<file path="src/rtl/gray_counter_updown.sv">
// gray_counter_updown: parametrised up/down Gray-code counter.
// Binary state is kept internally; Gray and binary outputs are registered in
// the same edge so they are always coherent. Supports enable, direction,
// synchronous clear, parallel Gray load, wrap or saturate at the range ends,
// a terminal-count flag and a one-cycle wrap pulse.
// Optional feature macro: GRAY_CNT_STEP_CHECK_EN enables a sticky checker
// that flags any gray_out transition of more than one bit that was not
// caused by clear or load. Without the macro err is tied low.
module gray_counter_updown #(
    parameter int WIDTH = 4,
    parameter bit WRAP  = 1'b1
) (
    input  logic             clk,
    input  logic             reset,
    input  logic             clear,
    input  logic             en,
    input  logic             up,
    input  logic             load,
    input  logic [WIDTH-1:0] load_gray,
    output logic [WIDTH-1:0] gray_out,
    output logic [WIDTH-1:0] bin_out,
    output logic             tc,
    output logic             wrap,
    output logic             err
);

    localparam logic [WIDTH-1:0] ZERO_C = {WIDTH{1'b0}};
    localparam logic [WIDTH-1:0] MAX_C  = {WIDTH{1'b1}};
    localparam logic [WIDTH-1:0] ONE_C  = {{(WIDTH-1){1'b0}}, 1'b1};

    // Gray to binary: the MSB passes through, each lower bit folds in the bit above.
    function automatic logic [WIDTH-1:0] gray2bin(input logic [WIDTH-1:0] g);
        logic [WIDTH-1:0] b;
        b[WIDTH-1] = g[WIDTH-1];
        for (int i = WIDTH - 2; i >= 0; i--) begin
            b[i] = b[i+1] ^ g[i];
        end
        return b;
    endfunction

    // Binary to Gray.
    function automatic logic [WIDTH-1:0] bin2gray(input logic [WIDTH-1:0] b);
        return b ^ (b >> 1);
    endfunction

    logic [WIDTH-1:0] bin_q;
    logic [WIDTH-1:0] bin_d;
    logic [WIDTH-1:0] gray_q;
    logic [WIDTH-1:0] gray_d;
    logic             wrap_q;
    logic             wrap_d;

    // Terminal count depends on the live direction input, not on a registered copy.
    always_comb begin
        if (up) begin
            tc = (bin_q == MAX_C);
        end else begin
            tc = (bin_q == ZERO_C);
        end
    end

    // Next-state: clear beats load beats enable; terminal steps wrap or hold.
    always_comb begin
        bin_d  = bin_q;
        wrap_d = 1'b0;
        if (clear) begin
            bin_d = ZERO_C;
        end else if (load) begin
            bin_d = gray2bin(load_gray);
        end else if (en) begin
            if (tc) begin
                if (WRAP) begin
                    bin_d  = up ? ZERO_C : MAX_C;
                    wrap_d = 1'b1;
                end else begin
                    bin_d  = bin_q;
                    wrap_d = 1'b0;
                end
            end else if (up) begin
                bin_d = bin_q + ONE_C;
            end else begin
                bin_d = bin_q - ONE_C;
            end
        end else begin
            bin_d = bin_q;
        end
        gray_d = bin2gray(bin_d);
    end

    // Count, Gray image and wrap pulse all update on the same edge.
    always_ff @(posedge clk or posedge reset) begin
        if (reset) begin
            bin_q  <= ZERO_C;
            gray_q <= ZERO_C;
            wrap_q <= 1'b0;
        end else begin
            bin_q  <= bin_d;
            gray_q <= gray_d;
            wrap_q <= wrap_d;
        end
    end

    assign bin_out  = bin_q;
    assign gray_out = gray_q;
    assign wrap     = wrap_q;

`ifdef GRAY_CNT_STEP_CHECK_EN
    logic [WIDTH-1:0] prev_q;
    logic             skip_q;
    logic             err_q;
    logic             err_d;
    logic [WIDTH-1:0] diff_s;
    logic             step_bad_s;

    // A step is bad when more than one Gray bit flipped (x & (x-1) non-zero).
    always_comb begin
        diff_s     = gray_q ^ prev_q;
        step_bad_s = |(diff_s & (diff_s - ONE_C));
        if (clear) begin
            err_d = 1'b0;
        end else if (step_bad_s && !skip_q) begin
            err_d = 1'b1;
        end else begin
            err_d = err_q;
        end
    end

    // Remember the previous Gray output and whether the last update was a clear/load.
    always_ff @(posedge clk or posedge reset) begin
        if (reset) begin
            prev_q <= ZERO_C;
            skip_q <= 1'b0;
            err_q  <= 1'b0;
        end else begin
            prev_q <= gray_q;
            skip_q <= clear | load;
            err_q  <= err_d;
        end
    end

    assign err = err_q;
`else
    assign err = 1'b0;
`endif

endmodule

</file>
<file path="config.mk">
export PLATFORM = sky130hd
export DESIGN_NAME = gray_counter_updown
export DESIGN_NICKNAME = d
export VERILOG_FILES = /design/src/rtl/gray_counter_updown.sv
export SDC_FILE = /design/constraint.sdc
export NUM_CORES = 1
export LEC_CHECK = 0
export BUFFER_PORTS_ARGS = -buffer_cell sky130_fd_sc_hd__buf_2
export CORE_MARGIN = 8
export CORE_UTILIZATION = 41
export CTS_CLUSTER_DIAMETER = 100
export CTS_CLUSTER_SIZE = 8
export DETAILED_ROUTE_END_ITERATION = 8
export PLACE_DENSITY = 0.72
export SETUP_SLACK_MARGIN = 0.3
export SLEW_MARGIN = 30
export SYNTH_ARGS = -nofsm -noshare
export SYNTH_HDL_FRONTEND = slang
export SYNTH_SLANG_ARGS = --single-unit
</file>
<file path="constraint.sdc">
create_clock -name clk -period 1.7 [get_ports clk]
set_input_delay 0.17 -clock clk [delete_from_list [all_inputs] [get_ports clk]]
set_output_delay 0.17 -clock clk [all_outputs]
set_load 0.02 [all_outputs]
</file>
# --- After elaboration in Yosys (flattened, before gate mapping) ---
# Cells that the tools add are included.
op_classes:
  shift: 0
  n_eq_ne: 1
  mul: 0
  n_mux: 11
  n_addsub: 2
  reduce_logical: 1
  div: 0
  n_bitwise: 4
  magnitude_cmp: 0
ops:
  columns: ["operator", "count"]
  rows:
  - ["$mux W4", 6]
  - ["$mux W1", 5]
  - ["$add A4 B1 Y4 const B", 1]
  - ["$eq A4 B4 Y1 const B", 1]
  - ["$logic_not A4 Y1", 1]
  - ["$sub A4 B1 Y4 const B", 1]
  - ["$xor A4 B3 Y4", 1]
  - ["$xor A1 B1 Y1", 3]
word_totals:
  register_bits: 9
  word_cells: 22
  mem_bits_ro: 0
  mem_bits_rw: 0
  latchBits: 0
  input_bits: 10
  out_inout_bits: 11
  n_memories: 0

# --- Logic depth before layout (Yosys ltp) ---
# Gate-level depths: netlist of the first run.
depth:
  ltp_word: 7
  ltp_mapped: 7
  ltp_nobuf: 7

# --- Worst setup path after synthesis of the first run ---
# No wires, ideal clock.
synth_path:
  path_kind: "reg-to-reg"
  from: "reg bin_q[0], in the netlist bin_out[0]"
  to: "reg gray_q[1], in the netlist gray_out[1]"
  n_path_buf: 0
  setup_ps: 135
  path_slack_ps: -42
  arrival_ps: 1607
  path_stages_with_launch: 7
  required_ps: 1565
  period_less_slack_ps: 1742
  cell_sequence: "dfrtp_1 -> inv_1 -> fa_1 -> xor2_1 -> a21oi_1 -> o21ai_2 -> xor2_1"
synth_via:
  elab_chain_len: 7
  word_cells_on_any_way: 11
  cone_classes: "2 x add/sub; 1 x eq/ne; 6 x mux; 1 x bitwise; 1 x reduce/logical"
synth_lines:
  columns: ["item", "line_no", "source"]
  rows:
  - ["start: declaration", "46", "logic [WIDTH-1:0] bin_q;"]
  - ["start signal: assignment", "97", "bin_q <= bin_d;"]
  - ["$sub A4 B1 Y4, or another cell as far along", "82", "bin_d = bin_q - ONE_C;"]
  - ["$mux W4 or $mux W1 (tied branches)", "79, 55", null]
  - ["$mux W4 (*)", "71", "if (tc) begin"]
  - ["$mux W4 (*)", "70", "end else if (en) begin"]
  - ["$mux W4 (*)", "68", "end else if (load) begin"]
  - ["$mux W4 (*)", "66", "if (clear) begin"]
  - ["$xor A4 B3 Y4 (*)", "43", "return b ^ (b >> 1);"]
  - ["net gray_d[1]", "49", "logic [WIDTH-1:0] gray_d;"]
  - ["end signal: assignment", "98", "gray_q <= gray_d;"]
  - ["end: declaration", "48", "logic [WIDTH-1:0] gray_q;"]
# Mark *: on every way through the listed nets, which the timed path passes. The rest lies on a longest branch.

# --- Worst setup path after layout of the first run ---
layout_path:
  from: "reg bin_q[1], in the netlist bin_out[1]"
  to: "reg gray_q[1], in the netlist gray_out[1]"
layout_via:
  elab_chain_len: 7
  word_cells_on_any_way: 11
  cone_classes: "2 x add/sub; 1 x eq/ne; 6 x mux; 1 x bitwise; 1 x reduce/logical"
layout_lines:
  columns: ["item", "line_no"]
  rows:
  - ["$sub A4 B1 Y4, or another cell as far along", "82"]
  - ["$mux W4 or $mux W1 (tied branches)", "79, 55"]
  - ["$mux W4", "71"]
  - ["$mux W4 (*)", "70"]
  - ["$mux W4 (*)", "68"]
  - ["$mux W4 (*)", "66"]
  - ["$xor A4 B3 Y4 (*)", "43"]
  - ["net gray_d[1]", "49"]
# Marked as above.

==> results.py, run 1 <==
metrics = {
    "power": {
        "p_sw_mw": 0.253,
        "combinationalPowerShare_pct": 43.1,
        "power_frac_clock_pct": 22.2,
        "switching_share_pct": 36.7,
        "p_int_mw": 0.437,
        "p_seq_share_pct": 34.7,
        "cellPowerDensity_nw_per_um2": 843,
        "cellLeakagePower_nw": 0.397,
        "irDropWorstVdd_mv": 0.477,
    },
    "final_layout": {
        "drive_gt1_share_pct": 59.0,
        "antenna_cells": 0,
        "fillers": 107,
        "fin_util_pct": 63.7,
        "synthToLayoutAreaGrowth_pct": 47.3,
        "nNetsFinal": 97,
    },
    "yosys": {
        "synth_fp_nets": 69,
        "synth-seq-cells": 8,
        "syn_inst": 56,
        "syn_area_um2": 556,
        "ys_warn_count": 0,
        "synth_cell_types": 24,
        "synthFlopType": "dfrtp_1",
        "ys_seq_area_share_pct": 36.0,
        "synthTopCellsByCount": "8 x dfrtp_1, 8 x inv_1, 5 x a21oi_1, 5 x xnor2_1, 5 x xor2_1",
        "yosys.area.top_type": "dfrtp_1",
        "synth_area_leaders": "dfrtp_1 36%, xnor2_1 7.9%, xor2_1 7.9%",
        "synth_edf_count": 0,
        "async_flop_share_pct": 100,
        "synth_area_per_cell_um2": 9.92,
        "synth_top_area_share_pct": 36.0,
    },
    "grt": {
        "overflow": 0,
        "grt_pass1_vias": 527,
        "grt_max_degree": 10,
        "antenna_found_initial": 0,
        "grt_pass1_wl_um": 2280,
        "use_met1_pct": 11.1,
        "globalRouteMet3Util_pct": 4.26,
        "grt-busiest-layer": "met2",
        "grt_use_met2_pct": 18.6,
        "track_usage_pct": 10.9,
    },
    "setup_path": {
        "critPathKind": "flip-flop to flip-flop",
        "path_depth": 5,
        "setup.worst_path.end": "gray_out[1]$_DFF_PP0_",
        "slowest_stage": "fa_2",
        "crit_path_max_incr_delay_ns": 0.53,
        "path_max_fanout": 4,
        "required_ns": 1.87,
        "startpoint_type": "flip-flop",
        "crit_chain": "inv_2 > fa_2 > a21oi_2 > o31ai_4 > xor2_1",
        "reg2reg_to": "gray_out[1]$_DFF_PP0_",
        "worstPathArrival_ns": 1.72,
        "critPathLaunch": "bin_out[1]$_DFF_PP0_",
        "r2r_start": "bin_out[1]$_DFF_PP0_",
        "cp.buffers_inverters": 1,
        "rrSetupSlack_ns": 0.15,
        "r2r_cells": 5,
        "end_kind": "flip-flop",
        "critPathTopFamily": "adder cells",
    },
    "detailed_routing": {
        "drt-total-wl_um": 1490,
        "via_count": 492,
        "drtIter0Drc": 11,
        "first_pass_iters": 6,
        "drc": 0,
        "ant_nets": 0,
        "vias_per_cell": 5.02,
        "wl_per_cell_um": 15.2,
    },
    "clock_network": {
        "cts_buffers": 3,
        "cts_tree": "done",
        "root_buffer": "clkbuf_4",
        "clk_pin_slew_ns": 0.06,
        "clock_latency_ns": 0.25,
        "clockBufferDepth": 2,
        "htreeDepth": 1,
        "clkSinkCount": 8,
    },
    "sta": {
        "slew_violations": 0,
        "rsz0062_at_grt": "true",
        "hold_violations": 0,
        "final.setup.tns_ns": 0,
        "finClkSkew_ns": 0.00294,
        "setup_viol": 0,
        "worst_pin_slew_ns": 0.463,
        "min_period_ns": 1.55,
        "maxSlewHeadroom_pct": 68.3,
        "max_freq_mhz": 647,
        "finalCritPeriodShare_pct": 91.0,
    },
    "die": {
        "die_x_um": 52.8,
        "core-area_um2": 1280,
        "initial_core_util_pct": 43.2,
        "rows": 13,
        "die_y_um": 52.8,
        "io_pins": 21,
        "die_area_um2": 2790,
    },
    "place": {
        "portBuffers": 19,
        "dp_hpwl_um": 1050,
        "place_congestion": 0.854,
    },
    "run": {
        "max_cap_viol_count": 0,
    },
    "status": {
        "outcome": "finished clean",
    },
    "worst_hold_path": {
        "min_path_type": "primary input to flip-flop",
    },
}
-- how the worst min path moves through the flow --
stage,endpoint,startpoint,cells after the start,slack (ns)
after floorplan,bin_out[3]$_DFF_PP0_,reset,1,-0.01
after global placement,wrap$_DFF_PP0_,reset,2,0.12
after detailed placement,gray_out[0]$_DFF_PP0_,reset,2,0.12
after CTS,bin_out[0]$_DFF_PP0_,clear,2,0.16
after global routing,bin_out[0]$_DFF_PP0_,clear,2,0.17
final,bin_out[0]$_DFF_PP0_,clear,2,0.17
-- registers in the layout, indices dropped and copies added, names as in the netlist --
| name | flops |
|---|---|
| bin_out | 4 |
| gray_out | 3 |
| wrap | 1 |
-- worst register-to-register path, stage by stage, from the launching register on --
cell	delay, ns
dfrtp_2	0.40
inv_2	0.05
fa_2	0.53
a21oi_2	0.07
o31ai_4	0.24
xor2_1	0.17
-- logic make-up (layout without fill, tap and decap cells) --
| family | after synthesis | after routing | share of synthesized area [%] |
|---|---|---|---|
| AO/OA/AOI/OAI | 15 | 15 | 23.6 |
| buffers and inverters | 11 | 38 | 9.01 |
| XOR/XNOR | 10 | 10 | 15.8 |
| flip-flops | 8 | 8 | 36.0 |
| AND/OR/NAND/NOR | 8 | 8 | 6.76 |
| adder cells (fa/ha/maj) | 3 | 3 | 8.11 |
| other | 1 | 1 | 0.675 |
-- cell type report --
cell class / count / area (µm²) / share of cell area, %
clock buffers: 4 / 26.3 / 3.21
inverters: 8 / 30.0 / 3.67
multi-input cells: 37 / 385 / 47.1
flip-flops and latches: 8 / 205 / 25.1
well taps: 15 / 18.8 / 2.29
repair buffers: 26 / 153 / 18.7
-- per-stage QoR --
step | setup WS, ns | hold WS [ns] | power, mW | std cells | instance area [µm²]
floorplan | 0.148 | -0.0145 | 0.415 | 56 | 583
global placement | 0.139 | 0.117 | 0.478 | 87 | 677
CTS | 0.155 | 0.159 | 0.676 | 96 | 786
detailed placement | 0.141 | 0.123 | 0.480 | 87 | 677
global route | 0.0925 | 0.172 | 0.736 | 98 | 818
finish | 0.154 | 0.171 | 0.690 | 98 | 818
-- cell usage in the layout, fill, tap and decap left out, drive strengths merged, types with 2 or more instances in the layout --
master   n
ha       2
nor2     2
inv      8
xnor2    5
nand3    3
buf     25
clkbuf   4
a21oi    6
dfrtp    8
a21o     2
xor2     5
-- per-layer routing --
layer | vias to the layer above | wire length (µm) | part of all wire, %
met5 | - | 0 | 0
met4 | 0 | 16 | 1.1
met3 | 4 | 100 | 6.7
met2 | 15 | 834 | 56
met1 | 232 | 541 | 36
li1 | 241 | - | -
-- power groups by stage --
stage          logic (mW)  clock network, mW  registers [mW]
2_1_floorplan       0.140                  0           0.275
3_3_place_gp        0.234                  0           0.243
3_5_place_dp        0.238                  0           0.243
4_1_cts             0.276              0.163           0.237
5_1_grt             0.323              0.170           0.243
6_report            0.297              0.153           0.239
-- timing repair --
action / in CTS / in global routing
endpoints found under the hold margin: 8 / 0
hold buffers: 1 / 0
pin swaps: 11 / 8
setup buffers: 4 / 2
setup endpoints to repair: 7 / 8
resized for setup: 7 / 3
cloned: 0 / 0
No activity file was read; power rests on OpenSTA's default activity.
==> run 2, diff against run 1 <==
--- a/config.mk
+++ b/config.mk
@@ -6,7 +6,6 @@
 export NUM_CORES = 1
 export LEC_CHECK = 0
 export BUFFER_PORTS_ARGS = -buffer_cell sky130_fd_sc_hd__buf_2
-export CORE_MARGIN = 8
 export CORE_UTILIZATION = 41
 export CTS_CLUSTER_DIAMETER = 100
 export CTS_CLUSTER_SIZE = 8
==> run 2 against run 1 <==
Cell area down 2.1%. Setup slack worse by 0.0035 ns. Sequential share of layout area up 0.55 points. Global-route usage up 9.7 points. Clock skew up 0.00098 ns. Maximum frequency down 0.23%. Worst hold slack better by 0.010 ns. Core utilization up 3.8 points. Largest power group unchanged.
==> results.py, run 2 (synthesis results as in run 1) <==
metrics = {
    "die": {
        "core-area_um2": 1190,
        "io_pins": 21,
        "rows": 12,
        "initial_core_util_pct": 46.8,
        "die_area_um2": 1510,
        "die_x_um": 38.8,
        "die_y_um": 38.8,
    },
    "final_layout": {
        "layout_common_cells": "18 x buf_2, 6 x inv_1, 5 x xor2_1, 5 x xnor2_1",
        "drive_gt1_share_pct": 56.8,
        "largest_reg_flops": 4,
        "final_common_cell": "buf_2",
        "antenna_cells": 0,
        "synthToLayoutAreaGrowth_pct": 44.1,
        "nNetsFinal": 95,
    },
    "sta": {
        "finClkSkew_ns": 0.00392,
        "timing.hold.ws_ns": 0.181,
        "slew_violations": 0,
        "max_freq_mhz": 645,
        "min_period_ns": 1.55,
        "finalCritPeriodShare_pct": 91.2,
        "rsz0062_at_grt": "true",
        "hold_violations": 0,
        "setup_viol": 0,
        "worst_slack_ns": 0.150,
        "final.setup.tns_ns": 0,
    },
    "run": {
        "max_cap_viol_count": 0,
    },
    "power": {
        "cellPowerDensity_nw_per_um2": 847,
        "fin_total_pwr_mw": 0.678,
        "cellLeakagePower_nw": 0.386,
        "irDropWorstVdd_mv": 0.499,
    },
    "place": {
        "dp_hpwl_um": 936,
        "pre_cts_ws_ns": 0.132,
        "place_congestion": 0.891,
        "portBuffers": 19,
    },
    "clock_network": {
        "clock_latency_ns": 0.25,
        "cts_tree": "done",
        "clkSinkCount": 8,
        "clk_pin_slew_ns": 0.06,
        "clockBufferDepth": 2,
        "root_buffer": "clkbuf_4",
        "cts_buffers": 3,
        "htreeDepth": 1,
    },
    "grt": {
        "antenna_found_initial": 0,
        "grt_pass1_vias": 471,
        "track_usage_pct": 20.6,
        "overflow": 0,
        "grt_pass1_wl_um": 2000,
        "grt_max_degree": 10,
    },
    "detailed_routing": {
        "wl_per_cell_um": 13.6,
        "drt-total-wl_um": 1300,
        "first_pass_iters": 4,
        "drc": 0,
        "ant_nets": 0,
        "drtIter0Drc": 12,
        "vias_per_cell": 5.14,
        "via_count": 488,
    },
    "setup_path": {
        "startpoint_type": "flip-flop",
        "critPathLaunch": "bin_out[1]$_DFF_PP0_",
        "worstPathArrival_ns": 1.72,
        "critPathKind": "flip-flop to flip-flop",
        "path_max_fanout": 4,
        "r2r_start": "bin_out[1]$_DFF_PP0_",
        "end_kind": "flip-flop",
        "required_ns": 1.87,
    },
    "worst_hold_path": {
        "min_path_type": "primary input to flip-flop",
        "min_from": "clear",
    },
    "status": {
        "outcome": "finished clean",
    },
}
[run 2: cell types whose count changed in the layout (fill, tap and decap cells not counted), sizes merged]
cell | before | now
buf | 25 | 23
[run 2: path summary, 6_finish.rpt]
check	to	slack, ns	cells past startpoint
min	bin_out[0]$_DFF_PP0_	0.18	2
min in group asynchronous	gray_out[2]$_DFF_PP0_	0.41	3
max reg2reg	gray_out[1]$_DFF_PP0_	0.15	5
max	gray_out[1]$_DFF_PP0_	0.15	5
min reg2reg	wrap$_DFF_PP0_	0.66	3
max in group asynchronous	bin_out[2]$_DFF_PP0_	1.03	3
[run 2: timing repair]
action,in CTS,in global routing
setup buffers,3,1
pin swaps,7,5
endpoints found under the setup margin,7,8
hold buffers,1,0
gates resized for setup,6,5
endpoints found under the hold margin,8,0
[run 2: final cells by class]
| class | count | area, µm² |
|---|---|---|
| fillers | 93 | 385 |
| flip-flops and latches | 8 | 205 |
| clock buffers | 4 | 26.3 |
| repair buffers | 24 | 141 |
| well taps | 14 | 17.5 |
| multi-input cells | 37 | 380 |
| inverters | 8 | 30.0 |
[run 2: critical path, cell delays in order, from the launching register on]
cell     delay (ns)
dfrtp_2        0.41
inv_2          0.06
fa_2           0.52
a21oi_2        0.06
o31ai_4        0.25
xor2_1         0.17
[run 2: through the flow]
step	instances	utilization, %	instance area, µm²
final	95	67.5	801
after global routing	95	67.5	801
after CTS	94	64.1	761
after detailed placement	86	57.0	676
after global placement	86	57.0	676
after floorplan	56	-	583
[run 2: power by group]
part	internal [mW]	total [mW]	switching (mW)
clock	0.0898	0.154	0.0646
combinational	0.121	0.284	0.163
sequential	0.219	0.240	0.0211
[run 2: per-layer routing]
| metal | GRT usage, % | routed length, µm | up-vias |
|---|---|---|---|
| met2 | 33.8 | 663 | 17 |
| met4 | 7.76 | 0 | 0 |
| met5 | 0 | 0 | - |
| met1 | 25.8 | 569 | 232 |
| li1 | - | - | 239 |
| met3 | 5.20 | 62 | 0 |
